$ cat src/rtl/redirect_ctrl_pkg.sv
// Shared definitions for the redirect/flush sequencer.
package redirect_ctrl_pkg;

    localparam int unsigned PC_W    = 32;
    localparam int unsigned FLUSH_W = 4;

    // Low PC bits that must be zero for a 4-byte aligned target
    localparam logic [PC_W-1:0] PC_ALIGN_MASK = 32'h0000_0003;

    typedef enum logic [1:0] {
        IDLE  = 2'd0,
        REQ   = 2'd1,
        FLUSH = 2'd2
    } state_t;

    typedef enum logic [1:0] {
        SRC_BR   = 2'd0,
        SRC_JMP  = 2'd1,
        SRC_TRAP = 2'd2
    } src_t;

endpackage

$ cat src/rtl/redirect_sel.sv
// Fixed-priority redirect source select (trap > jump > branch) with target alignment check.
module redirect_sel
    import redirect_ctrl_pkg::*;
(
    input  logic            br_taken,
    input  logic [PC_W-1:0] br_target,
    input  logic            jmp_valid,
    input  logic [PC_W-1:0] jmp_target,
    input  logic            trap_valid,
    input  logic [PC_W-1:0] trap_vector,
    output logic            sel_valid,
    output logic [PC_W-1:0] sel_pc,
    output logic            sel_misalign
);

    src_t src;
    logic any_req;
    logic bad_align;

    // Pick the winning source and its target; lower-priority requests are dropped
    always_comb begin
        src     = SRC_BR;
        sel_pc  = br_target;
        any_req = br_taken | jmp_valid | trap_valid;
        if (trap_valid) begin
            src    = SRC_TRAP;
            sel_pc = trap_vector;
        end else if (jmp_valid) begin
            src    = SRC_JMP;
            sel_pc = jmp_target & ~PC_W'(1);
        end
    end

    // Trap vectors are trusted; branch/jump targets must be word aligned
    always_comb begin
        bad_align    = (src != SRC_TRAP) && ((sel_pc & PC_ALIGN_MASK) != '0);
        sel_misalign = any_req & bad_align;
        sel_valid    = any_req & ~bad_align;
    end

endmodule

$ cat src/rtl/redirect_ctrl.sv
// Redirect and flush sequencer: offers the selected target PC to fetch, then squashes wrong-path bubbles.
module redirect_ctrl
    import redirect_ctrl_pkg::*;
#(
    parameter int unsigned FLUSH_CYCLES = 2,
    parameter int unsigned CNT_W        = 16
) (
    input  logic             i_clk,
    input  logic             i_rst,
    input  logic             br_taken,
    input  logic [PC_W-1:0]  br_target,
    input  logic             jmp_valid,
    input  logic [PC_W-1:0]  jmp_target,
    input  logic             trap_valid,
    input  logic [PC_W-1:0]  trap_vector,
    input  logic             stall,
    input  logic             fetch_ready,
    output logic             redirect_valid,
    output logic [PC_W-1:0]  redirect_pc,
    output logic             ignore_curr_inst,
    output logic             misalign_exc,
    output logic             busy,
    output logic [CNT_W-1:0] redirect_count
);

    state_t             state;
    logic [FLUSH_W-1:0] flush_cnt;

    logic               sel_valid;
    logic [PC_W-1:0]    sel_pc;
    logic               sel_misalign;

    redirect_sel u_sel (
        .br_taken     (br_taken),
        .br_target    (br_target),
        .jmp_valid    (jmp_valid),
        .jmp_target   (jmp_target),
        .trap_valid   (trap_valid),
        .trap_vector  (trap_vector),
        .sel_valid    (sel_valid),
        .sel_pc       (sel_pc),
        .sel_misalign (sel_misalign)
    );

    // Sequencer FSM with registered outputs, flush countdown and accepted-redirect counter
    always_ff @(posedge i_clk or negedge i_rst) begin
        if (!i_rst) begin
            state            <= IDLE;
            flush_cnt        <= '0;
            redirect_valid   <= 1'b0;
            redirect_pc      <= '0;
            ignore_curr_inst <= 1'b0;
            misalign_exc     <= 1'b0;
            busy             <= 1'b0;
            redirect_count   <= '0;
        end else begin
            misalign_exc <= 1'b0;
            case (state)
                IDLE: begin
                    if (sel_valid) begin
                        state            <= REQ;
                        redirect_pc      <= sel_pc;
                        redirect_valid   <= 1'b1;
                        ignore_curr_inst <= 1'b1;
                        busy             <= 1'b1;
                    end else if (sel_misalign) begin
                        misalign_exc <= 1'b1;
                    end
                end
                REQ: begin
                    // A handshake wins over a same-cycle trap; the trap retries later if still held
                    if (fetch_ready) begin
                        state          <= FLUSH;
                        redirect_valid <= 1'b0;
                        redirect_count <= redirect_count + CNT_W'(1);
                        flush_cnt      <= FLUSH_W'(FLUSH_CYCLES);
                    end else if (trap_valid) begin
                        redirect_pc <= trap_vector;
                    end
                end
                FLUSH: begin
                    if (trap_valid) begin
                        state          <= REQ;
                        redirect_pc    <= trap_vector;
                        redirect_valid <= 1'b1;
                        flush_cnt      <= '0;
                    end else if (!stall) begin
                        flush_cnt <= flush_cnt - FLUSH_W'(1);
                        if (flush_cnt == FLUSH_W'(1)) begin
                            state            <= IDLE;
                            ignore_curr_inst <= 1'b0;
                            busy             <= 1'b0;
                        end
                    end
                end
                default: begin
                    state            <= IDLE;
                    redirect_valid   <= 1'b0;
                    ignore_curr_inst <= 1'b0;
                    busy             <= 1'b0;
                end
            endcase
        end
    end

endmodule

$ cat config.mk
export PLATFORM = sky130hd
export DESIGN_NAME = redirect_ctrl
export DESIGN_NICKNAME = d
export VERILOG_FILES = /design/src/rtl/redirect_ctrl_pkg.sv /design/src/rtl/redirect_sel.sv /design/src/rtl/redirect_ctrl.sv
export SDC_FILE = /design/constraint.sdc
export NUM_CORES = 1
export LEC_CHECK = 0
export ABC_CLOCK_PERIOD_IN_PS = 2410
export BUFFER_PORTS_ARGS = -buffer_cell sky130_fd_sc_hd__buf_4
export CORE_MARGIN = 2
export CORE_UTILIZATION = 40
export CTS_CLUSTER_SIZE = 40
export DETAILED_ROUTE_END_ITERATION = 12
export PLACE_DENSITY = 0.68
export SLEW_MARGIN = 30
export SYNTH_ARGS = -nofsm -noshare
export SYNTH_HDL_FRONTEND = slang
export SYNTH_SLANG_ARGS = --single-unit
$ cat constraint.sdc
create_clock -name i_clk -period 2.41 [get_ports i_clk]
set_clock_uncertainty 0.1 [all_clocks]
set_input_delay 0.241 -clock i_clk [delete_from_list [all_inputs] [get_ports i_clk]]
set_output_delay 0.241 -clock i_clk [all_outputs]
set_load 0.01 [all_outputs]
* Word level (Yosys, flattened, before mapping) *
Index checks and enable logic that the tools add are counted.

word-level totals
  flip-flop bits (word level) = 57
  bits of input ports = 103
  logic and storage cells = 68

cells by class
  $add $sub $neg = 2
  equality and inequality tests = 13
  muxes and demuxes = 29
  bitwise logic cells = 6
  reduce and logical (&&, ||, !) cells = 11

operators by type and width
  kind                     number
  $mux W32                 5
  $pmux W32 S3             1
  $reduce_bool A32 Y1      1
  $add A16 B1 Y16 const B  1
  $ne A2 B2 Y1 const B     8
  $mux W2                  6
  $mux W4                  3
  $mux W1                  10
  $reduce_and A3 Y1        3
  $pmux W4 S2              1
  $ne A3 B3 Y1 const B     2
  $pmux W1 S3              2
  $pmux W2 S3              1
  $reduce_and A5 Y1        1
  $eq A4 B1 Y1 const B     1
  $reduce_and A4 Y1        1
  $sub A4 B1 Y4 const B    1
  $reduce_bool A3 Y1       1
  $and A1 B1 Y1            2
  $eq A2 B1 Y1 const B     1
  $eq A2 B2 Y1 const B     1
  $logic_not A2 Y1         1
  $not A1 Y1               2
  $or A1 B1 Y1             2
  other kinds (3)          3

* Logic depth before layout (Yosys ltp) *
Gate-level depths: netlist (run 1).

  depth after elaboration = 8
  depth in mapped cells = 8
  mapped depth without buffers = 6

* Hierarchy *
Synthesis (run 1) repeated with hierarchy kept, for this count alone.

second synthesis, totals
  cell total of the unflattened synthesis = 371
  area total of the unflattened synthesis = 3607.2 um^2

modules (own cells, without submodules)
  module         instances  cells each  area an instance (um^2)
  redirect_ctrl  1          258         2871.5
  redirect_sel   1          113         735.7

* Least setup slack after synthesis (run 1) *
No wires, ideal clock.

  path type = reg2reg
  start point = reg state[0]
  end point = reg redirect_pc[0]
  setup time = 0.125 ns
  data arrival time = 1.801 ns
  data required time = 2.185 ns
  setup slack = 0.384 ns
  cell stages (with the launch flop) = 8
  cell sequence = dfrtp_1 ha_1 clkbuf_1 nand2_1 o21ai_0 o22ai_4 buf_6 mux2_2

between the ends
  cells in the longest elaborated chain, start to end = 3
  elaborated cells on any way between the ends = 8
  classes of those cells = eq/ne: 4; mux: 1; reduce/logical: 3

RTL lines
  element                                                              RTL line             source
  from (decl)                                                          redirect_ctrl.sv:26  state_t state;
  from (signal assigned)                                               redirect_ctrl.sv:48  state <= IDLE;
  from (signal assigned)                                               redirect_ctrl.sv:61  state <= REQ;
  from (signal assigned)                                               redirect_ctrl.sv:73  state <= FLUSH;
  $eq A2 B1 Y1 (tied with other cells)                                 redirect_ctrl.sv:58  case (state)
  $ne A2 B2 Y1 (no source line) or $reduce_bool A3 Y1 (tied branches)  n/a
  $reduce_and A3 Y1 (no source line)                                   n/a
  to (signal assigned)                                                 redirect_ctrl.sv:62  redirect_pc <= sel_pc;
  to (signal assigned)                                                 redirect_ctrl.sv:78  redirect_pc <= trap_vector;
  to (signal assigned)                                                 redirect_ctrl.sv:84  redirect_pc <= trap_vector;
  to (decl)                                                            redirect_ctrl.sv:19  output logic [PC_W-1:0] redirect_pc,

Parallel ways exist; a longest one is shown, timed or not.
A chain may end at the register's enable or synchronous reset.

* Final worst setup path (run 1) *
  start point = reg state[0]
  end point = reg redirect_pc[10]

The elaborated chain is that of the path after synthesis.

==> results of run 1 <==
## routing by layer
metal  wire, um  global-route usage (%)
met5          0                       0
met4        163                   8.333
met3        498                   4.312
met2       3946                   32.13
met1       3240                   22.04
## cell type report
class,count,area [um2]
Inverter,7,26.28
Tap cell,102,127.6
Clock buffer,10,137.6
Clock inverter,5,32.53
Timing Repair Buffer,159,1209
Sequential cell,57,1426
Multi-Input combinational cell,222,1624
Fill cell,686,3104
## cell families (layout without fill, tap and decap cells)
logic type                 Yosys count  after routing  share of synthesized area, %
buffers and inverters               23            181                         3.598
adders and majority gates            7              7                         2.768
xor gates and xnor gates            17             17                         4.705
muxes                               65             65                         21.87
DFF                                 57             57                         45.08
and+or+nand+nor                     81             81                         12.61
AOI/OAI and AO/OA                   52             52                         9.372
## cell usage in the layout, fill, tap and decap left out, drive strengths merged, types with 7 or more instances in the layout
master  count
buf       158
clkbuf     10
dfrtp      57
ha          7
inv         7
mux2       33
mux2i      32
nand2      39
nor2        7
o21ai      38
xnor2      13
## cells in the mapped netlist, drive strengths merged
cell,count
inv,7
o21a,1
ha,7
nand3b,1
mux2i,32
o22ai,1
nor3b,1
nand2,39
a32o,1
mux2,33
and2,1
nand3,6
o21ai,38
nor3,5
a21boi,1
a21oi,6
clkbuf,6
or3,2
dfrtp,57
o221ai,1
xnor2,13
or4b,2
xor2,4
a31oi,1
a211oi,1
and4,2
nor2b,4
nand2b,2
nand4,5
or2,1
o41ai,1
buf,10
nor2,7
and3,3
## state kept, by name, indices dropped and copies added, names as in the netlist
name	count
redirect_pc	32
redirect_count	16
flush_cnt	4
state	2
busy	1
misalign_exc	1
redirect_valid	1
## final timing paths
| check | slack, ns | endpoint |
|---|---|---|
| worst max-delay path | 0.29 | redirect_pc[10] |
| worst min-delay path | 0.10 | misalign_exc |
| worst max register to register | 0.29 | redirect_pc[10] |
| worst min register to register | 0.38 | redirect_count[15] |
| max in group asynchronous | 1.30 | flush_cnt[1] |
| min in group asynchronous | 0.41 | redirect_pc[11] |
## power by group through the flow
stage	Sequential [mW]	Clock (mW)	Combinational, mW
after floorplan	1.72	0	1.27
after global placement	1.57	0	2.30
after detailed placement	1.59	0	2.35
after CTS	1.58	0.796	2.36
after global routing	1.63	0.833	2.55
final	1.57	0.767	2.31
## stage by stage
stage	util [%]	hold WS, ns	cell area [um2]	setup slack [ns]	cells
3_3_place_gp	57.28	0.2467	4403	0.3404	546
5_1_grt	59.62	0.09130	4583	0.1282	562
2_1_floorplan	-	-0.1546	3164	0.3842	302
3_5_place_dp	57.28	0.2476	4403	0.3221	546
6_report	59.62	0.1049	4583	0.2881	562
4_1_cts	59.62	0.08091	4583	0.2959	562
## worst max-delay path, cell delays in order (launching register included)
cell	delay [ns]
dfrtp_1	0.39
inv_1	0.08
ha_1	0.32
or2_2	0.28
buf_4	0.28
nand2_1	0.12
o21ai_0	0.10
mux2_2	0.29
==> summary.md, run 1 <==
| Metric | Value |
|---|---|
| Status | `finished, final reports clean` |
| Sequential share of the synthesized area | `45.08%` |
| Hold Path Class | `in -> reg` |
| Share of post-route cells with drive strength above 1 | `between 40% and 50%` |
| DIE AREA | `approximately 0.0086 mm2` |
| Mean Syn Cell Area | `10.48 um2` |
| RSZ-0062 raised after global routing | `false` |
| Setup TNS | `0 ns` |
| DRC | `0` |
| Area growth, synth to finish | `44.84%` |
| Tot GR Track Use | `approximately a fifth` |
| Critical path arrival | `2.23 ns` |
| Number of max-cap violations | `0` |
| Combinational Power Share | `49.7%` |
| Total grt overflow | `0` |
| Post-Syn Area | `0.003164 mm2` |
| Net Count, Synth | `412` |
| Root Driver | `clkbuf_8` |
| Worst Reg-to-Reg Cells | `7` |
| Antenna violations before repair | `0` |
| DR WL/cell | `13.97 um` |
| Worst skew pair latency | `~0.32 ns` |
| Leak | `2.295 nW` |
| I/O pin count | `155` |
| Peak VDD IR | `0.6020 mV` |
| Clock buffer count from CTS | `9` |
| Clock power frac | `16.5%` |
| CP Capture Type | `register` |
| Yosys warnings | `0` |
| Remaining antenna violation count | `0` |
| Number of library cell types mapped by synthesis | `38` |
| Sink Count | `57` |
| CP Launch Point | `state[0]` |
| Routability-driven placement congestion ratio | `0.7810` |
| # H-tree levels | `3` |
| Sequential power share | `approximately 34%` |
| Slew headroom | `51.62%` |
| Largest net degree at the start of global routing | `65` |
| Clock edge transition at the registers on the reported setup and hold paths | `around 0.07 ns` |
| Post-CTS sizing | `0` |
| Top post-synthesis cells by area | `dfrtp_1 45%, mux2_2 12%, mux2i_1 10%` |
| Seq cells post-synth | `57` |
| CP max FO | `64` |
| Hold Vio Cnt, Final | `0` |
| Num rows | `32` |
| CTS tree | `done` |
| Cell taking the most area after synthesis | `dfrtp_1` |
| Period utilisation layout | `88.04%` |
| Sw frac | `between 30% and 40%` |
| Clock tree buffer depth | `2` |
| Hold-fix buffers at CTS | `1` |
| Overall die height | `92.94 um` |
| Fin nets | `roughly 570` |
| Pint | `2.997 mW` |
| CP Data Required Time | `2.51 ns` |
| Worst-Margin Slew | `between 0.7 and 0.8 ns` |
| Gate Count Post-Synth | `302` |
| Wirelength, routed | `7849 um` |
| Antenna diode instance count | `0` |
| Total power | `4.655 mW` |
| Post-CTS setup buffers | `0` |
| Starting Density | `41.16%` |
| Router iterations before antenna repair | `4` |
| Worst hold stages | `3` |
| CP Launch Type | `register` |
| HPWL after detailed placement | `about 5900 um` |
| Slew Limit Fails | `0` |
| # port buffers | `153` |
| Core box area | `0.007687 mm2` |
| Vias in the first global route | `2734` |
| Fin crit period | `around 2.1 ns` |
| Cell Pwr Density | `1016 mW/mm2` |
| Crit Path Class | `reg -> reg` |
| Routed vias | `2745` |
| DR vias/cell | `4.884` |
| Initial drt markers | `67` |
| Die W | `around 93 um` |
| Reg2reg start | `state[0]` |
| Final Setup Violations | `0` |
| Top-area cell type share of the netlist area | `approximately 45%` |
| Psw | `1.658 mW` |
| Fmax | `0.4713 GHz` |
| First-pass GRT wire length | `12810 um` |
| Hold Path Origin | `jmp_target[1]` |
Power figures use the tool's default switching activity.
==> run 2: changes to the inputs <==
- ABC_CLOCK_PERIOD_IN_PS: 2410 -> 2700
- CELL_PAD_IN_SITES_DETAIL_PLACEMENT: default -> 0
- CELL_PAD_IN_SITES_GLOBAL_PLACEMENT: default -> 1
- CORE_UTILIZATION: 40 -> 37
- PLACE_DENSITY: 0.68 -> default
- PLACE_DENSITY_LB_ADDON: default -> 0.1
- clock period: 2.41 -> 2.7 ns (I/O delays scaled with it)
==> summary.md, run 2 (synthesized netlist as in run 1, its figures left out) <==
| Metric | Value |
|---|---|
| Status | `finished, final reports clean` |
| Routed vias | `2743` |
| Fin crit period | `2.116 ns` |
| CP Data Required Time | `between 2 and 3 ns` |
| DR WL/cell | `14.78 um` |
| Initial drt markers | `approximately 110` |
| DIE AREA | `0.009307 mm2` |
| Antenna violations before repair | `0` |
| Critical path arrival | `between 2 and 2.5 ns` |
| Final core occ | `a little under three fifths` |
| Met1 usage | `between 20% and 30%` |
| Number of max-cap violations | `0` |
| Regs by FF count | `redirect_pc (32), redirect_count (16), flush_cnt (4)` |
| Routability-driven placement congestion ratio | `approximately 0.75` |
| CP Capture Type | `register` |
| CP max FO | `32` |
| Largest net degree at the start of global routing | `65` |
| Peak VDD IR | `0.4825 mV` |
| Most frequent cells in the layout | `155 x buf_4, 57 x dfrtp_1, 39 x nand2_1` |
| Worst skew pair latency | `0.32 ns` |
| Setup TNS | `0 ns` |
| Core box area | `0.008258 mm2` |
| RSZ-0062 raised after global routing | `false` |
| HPWL after detailed placement | `6145 um` |
| Vias in the first global route | `2480` |
| # H-tree levels | `3` |
| Fillers | `754` |
| Num rows | `33` |
| Antenna diode instance count | `0` |
| Worst-Margin Slew | `0.7341 ns` |
| Clock edge transition at the registers on the reported setup and hold paths | `0.06 ns` |
| Post-CTS sizing | `0` |
| # port buffers | `153` |
| Reg2reg start | `state[1]` |
| Sink Count | `57` |
| Fin nets | `564` |
| Final Setup Violations | `0` |
| CTS tree | `done` |
| Clock buffer count from CTS | `9` |
| Slew headroom | `51.06%` |
| Period utilisation layout | `78.39%` |
| Most used routing layer | `met2` |
| CP Launch Type | `register` |
| Remaining antenna violation count | `0` |
| DRC | `0` |
| Crit Path Class | `reg -> reg` |
| Fin cells | `approximately 560` |
| Hold Vio Cnt, Final | `0` |
| Fmax | `0.4725 GHz` |
| Placed cell count | `547` |
| CP Launch Point | `state[1]` |
| Overall die height | `96.48 um` |
| Hold Path Origin | `trap_valid` |
| Die W | `96.48 um` |
| DR vias/cell | `4.863` |
| I/O pin count | `155` |
| Clock tree buffer depth | `2` |
| Router iterations before antenna repair | `4` |
| Area growth, synth to finish | `45.83%` |
| Leading cell type in the layout, fill and taps excluded | `buf_4` |
| Share of post-route cells with drive strength above 1 | `45.53%` |
| Starting Density | `a little under two fifths` |
| Slew Limit Fails | `0` |
| Cell Pwr Density | `937.6 mW/mm2` |
| R2R Setup Slk | `0.58 ns` |
| Total grt overflow | `0` |
| Max reg flops | `32` |
| GR Util met2 | `27.95%` |
| Largest Register | `redirect_pc` |
| Hold Path Class | `in -> reg` |
| Global Route met3 Usage | `4.500%` |
| Wirelength, routed | `8335 um` |
| Leak | `2.313 nW` |
| First-pass GRT wire length | `about 13000 um` |
| Hold Slack | `approximately 0.13 ns` |
| Tot GR Track Use | `17.62%` |
| Root Driver | `clkbuf_8` |
==> run 2: changes by cell type in the layout (fill, tap and decap cells not counted), sizes merged <==
cell      before  now
buf          158  156
clkinvlp       3    1
clkinv         2    3
bufinv         0    2
==> run 2: critical path, stage by stage (launching register included) <==
cell	delay [ns]
dfrtp_1	0.38
inv_1	0.09
ha_1	0.21
nand2_1	0.22
o21ai_0	0.20
o22ai_4	0.20
buf_12	0.23
mux2_2	0.36
==> run 2: final timing paths <==
kind	endpoint	cells past startpoint
worst max register to register	redirect_pc[31]	7
max in group asynchronous	redirect_pc[20]	2
worst min-delay path	flush_cnt[1]	2
min in group asynchronous	redirect_pc[29]	2
worst max-delay path	redirect_pc[31]	7
worst min register to register	redirect_count[15]	1
==> run 2: cell type report <==
type	count	area, um2	area share (%)
clock buffers	10	127.6	2.766
clock inverters	6	82.58	1.790
multi-input cells	222	1627	35.25
flip-flops and latches	57	1426	30.91
well taps	105	131.4	2.847
inverters	7	26.28	0.5694
repair buffers	157	1194	25.87
==> run 2: power breakdown <==
| part | internal, mW | switching [mW] |
|---|---|---|
| Clock | 0.515 | 0.336 |
| Combinational | 1.12 | 0.950 |
| Sequential | 1.20 | 0.204 |
==> run 2: per-stage QoR <==
step / worst slack (ns) / instance area (um2) / total power, mW
floorplan: 0.6742 / 3164 / 2.677
global placement: 0.3825 / 4392 / 3.482
detailed placement: 0.3770 / 4392 / 3.525
CTS: 0.3671 / 4612 / 4.393
global route: 0.4335 / 4614 / 4.645
finish: 0.5836 / 4614 / 4.327
==> run 2: routing by layer <==
layer  vias to the layer above  share of wire [%]
met1                      1259                 43
met3                        11                9.1
met4                         0                1.6
met2                       106                 46
li1                       1367                  -
met5                         -                  0
==> run 2: repair_timing <==
item	4_1_cts	5_1_grt
buffers inserted	0	0
endpoints found under the hold margin	57	0
hold buffers	1	0
==> run 3: changes to the inputs <==
- ABC_CLOCK_PERIOD_IN_PS: 2700 -> 1840
- CORE_UTILIZATION: 37 -> 31
- clock period: 2.7 -> 1.84 ns (I/O delays scaled with it)
==> summary.md, run 3 (synthesized netlist as in run 1, its figures left out) <==
| Metric | Value |
|---|---|
| Antenna violations before repair | `0` |
| Number of max-cap violations | `0` |
| Overall die height | `105.0 um` |
| Critical path arrival | `1.98 ns` |
| Largest Register | `redirect_pc` |
| DIE AREA | `0.01103 mm2` |
| Num rows | `36` |
| Sequential power share | `between 20% and 30%` |
| DR vias/cell | `4.605` |
| Total grt overflow | `0` |
| Share of post-route cells with drive strength above 1 | `50.52%` |
| DRC | `0` |
| CP max FO | `11` |
| Period utilisation layout | `101.8%` |
| Worst-Margin Slew | `0.7325 ns` |
| DR WL/cell | `14.53 um` |
| Regs by FF count | `redirect_pc (32), redirect_count (16), flush_cnt (4)` |
| CTS tree | `done` |
| Die W | `105.0 um` |
| Clock buffer count from CTS | `9` |
| Starting Density | `32.22%` |
| Leading cell type in the layout, fill and taps excluded | `buf_4` |
| Wirelength, routed | `around 9000 um` |
| Routability-driven placement congestion ratio | `around 0.72` |
| Remaining antenna violation count | `0` |
| I/O pin count | `155` |
| Fin crit period | `1.872 ns` |
| Tot GR Track Use | `16.84%` |
| Worst hold stages | `3` |
| Vias in the first global route | `2910` |
| Pint | `4.725 mW` |
| Peak VDD IR | `0.6839 mV` |
| Status | `finished with violations` |
| Largest net degree at the start of global routing | `58` |
| Area growth, synth to finish | `59.59%` |
| CP Data Required Time | `1.95 ns` |
| Root Driver | `clkbuf_8` |
| Failing checks | `setup timing` |
| CP Cell Sequence | `inv_2 > ha_4 > nand3b_1 > o22ai_4 > buf_6 > buf_12 > mux2_4` |
| Sw frac | `34.20%` |
| CP Launch Type | `register` |
| Fmax | `between 0.5 and 0.6 GHz` |
| Total power | `7.182 mW` |
| Fin nets | `590` |
| Hold Slack | `0.04521 ns` |
| CP Capture Type | `register` |
| First-pass GRT wire length | `14750 um` |
| CP peak stage delay | `0.42 ns` |
| Worst skew pair latency | `about 0.33 ns` |
| # port buffers | `153` |
| Final core occ | `between 50% and 60%` |
| Clock edge transition at the registers on the reported setup and hold paths | `around 0.070 ns` |
| RSZ-0062 raised after global routing | `true` |
| Psw | `2.457 mW` |
| Final Setup Violations | `32` |
| Final worst slack | `-0.03232 ns` |
| Max reg flops | `32` |
| Most frequent cells in the layout | `173 x buf_4, 57 x dfrtp_1, 38 x nand2_1` |
| Clock tree buffer depth | `2` |
| Initial drt markers | `108` |
| Antenna diode instance count | `0` |
| Slew Limit Fails | `0` |
| Slew headroom | `51.17%` |
| Sink Count | `57` |
| Routed vias | `2846` |
| Leak | `2.570 nW` |
| Slowest cell on crit path | `dfrtp_1` |
| Combinational Power Share | `56.7%` |
| Worst Reg-to-Reg Cells | `7` |
| Crit Path Class | `reg -> reg` |
| Router iterations before antenna repair | `4` |
| # H-tree levels | `3` |
| Core box area | `0.009819 mm2` |
| HPWL after detailed placement | `6416 um` |
| Hold Vio Cnt, Final | `0` |
| Cell Pwr Density | `between 1000 and 1500 mW/mm2` |
| Clock power frac | `roughly 15%` |
| Hold Path Class | `in -> reg` |
[run 3: changes by cell type in the layout (fill, tap and decap cells not counted), moves of 3 or more]
| cell | previous run | this run |
|---|---|---|
| mux2_2 | 33 | 12 |
| mux2_4 | 0 | 21 |
| buf_4 | 155 | 173 |
| o21ai_0 | 38 | 31 |
| o21ai_1 | 0 | 5 |
| buf_12 | 1 | 5 |
| ha_1 | 7 | 4 |
[run 3: area by class of cell]
type,count,area (um2)
inverter,7,26.28
timing repair buffer,183,1491
clock inverter,3,15.01
fill,928,4770
multi-input combinational,222,1765
clock buffer,13,158.9
tap,133,166.4
sequential,57,1426
[run 3: final timing paths]
kind | startpoint | end | slack, ns
max | state[0] | redirect_pc[30] | -0.03
min | jmp_target[1] | misalign_exc | 0.05
max reg2reg | state[0] | redirect_pc[30] | -0.03
min reg2reg | redirect_count[15] | redirect_count[15] | 0.38
max in group asynchronous | i_rst | redirect_pc[10] | 0.80
min in group asynchronous | i_rst | redirect_count[3] | 0.34
[run 3: worst max-delay path, delay by kind of cell (launching register included)]
kind | cells | cell delay [ns]
AO/OA/AOI/OAI | 1 | 0.14
adder cells (fa/ha/maj) | 1 | 0.21
buffers and inverters | 3 | 0.39
flip-flops | 1 | 0.42
multiplexers | 1 | 0.31
AND/OR/NAND/NOR | 1 | 0.19
[run 3: layer usage]
metal  vias to the layer above  track usage [%]  wire length, um
met1                      1329            21.38             3915
met3                         6            3.993              586
li1                       1428                -                -
met5                         -                0                0
met4                         0            5.714               89
met2                        83            28.06             4385
[run 3: stage by stage]
| step | setup TNS (ns) | worst slack (ns) | instance area (um2) | instances |
|---|---|---|---|---|
| 2_1_floorplan | -1.086 | -0.03620 | 3243 | 302 |
| 3_5_place_dp | -2.630 | -0.1049 | 4641 | 595 |
| 4_1_cts | -0.8532 | -0.05324 | 5027 | 618 |
| 3_3_place_gp | -2.240 | -0.07766 | 4641 | 595 |
| 6_report | -0.7213 | -0.03232 | 5050 | 618 |
| 5_1_grt | -3.507 | -0.1233 | 5050 | 618 |
[run 3: power by group through the flow]
stage | registers (mW) | clock network, mW | logic [mW]
6_report | 2.07 | 1.05 | 4.07
3_5_place_dp | 2.08 | 0 | 3.44
4_1_cts | 2.07 | 1.09 | 4.09
3_3_place_gp | 2.06 | 0 | 3.40
5_1_grt | 2.14 | 1.15 | 4.43
2_1_floorplan | 2.26 | 0 | 1.84
[run 3: timing repair]
action,CTS,global route
setup buffers,4,0
gates cloned,2,0
endpoints found under the setup margin,34,38
pin swaps,2,0
resized for setup,38,4
hold buffers,1,0
endpoints found under the hold margin,57,0
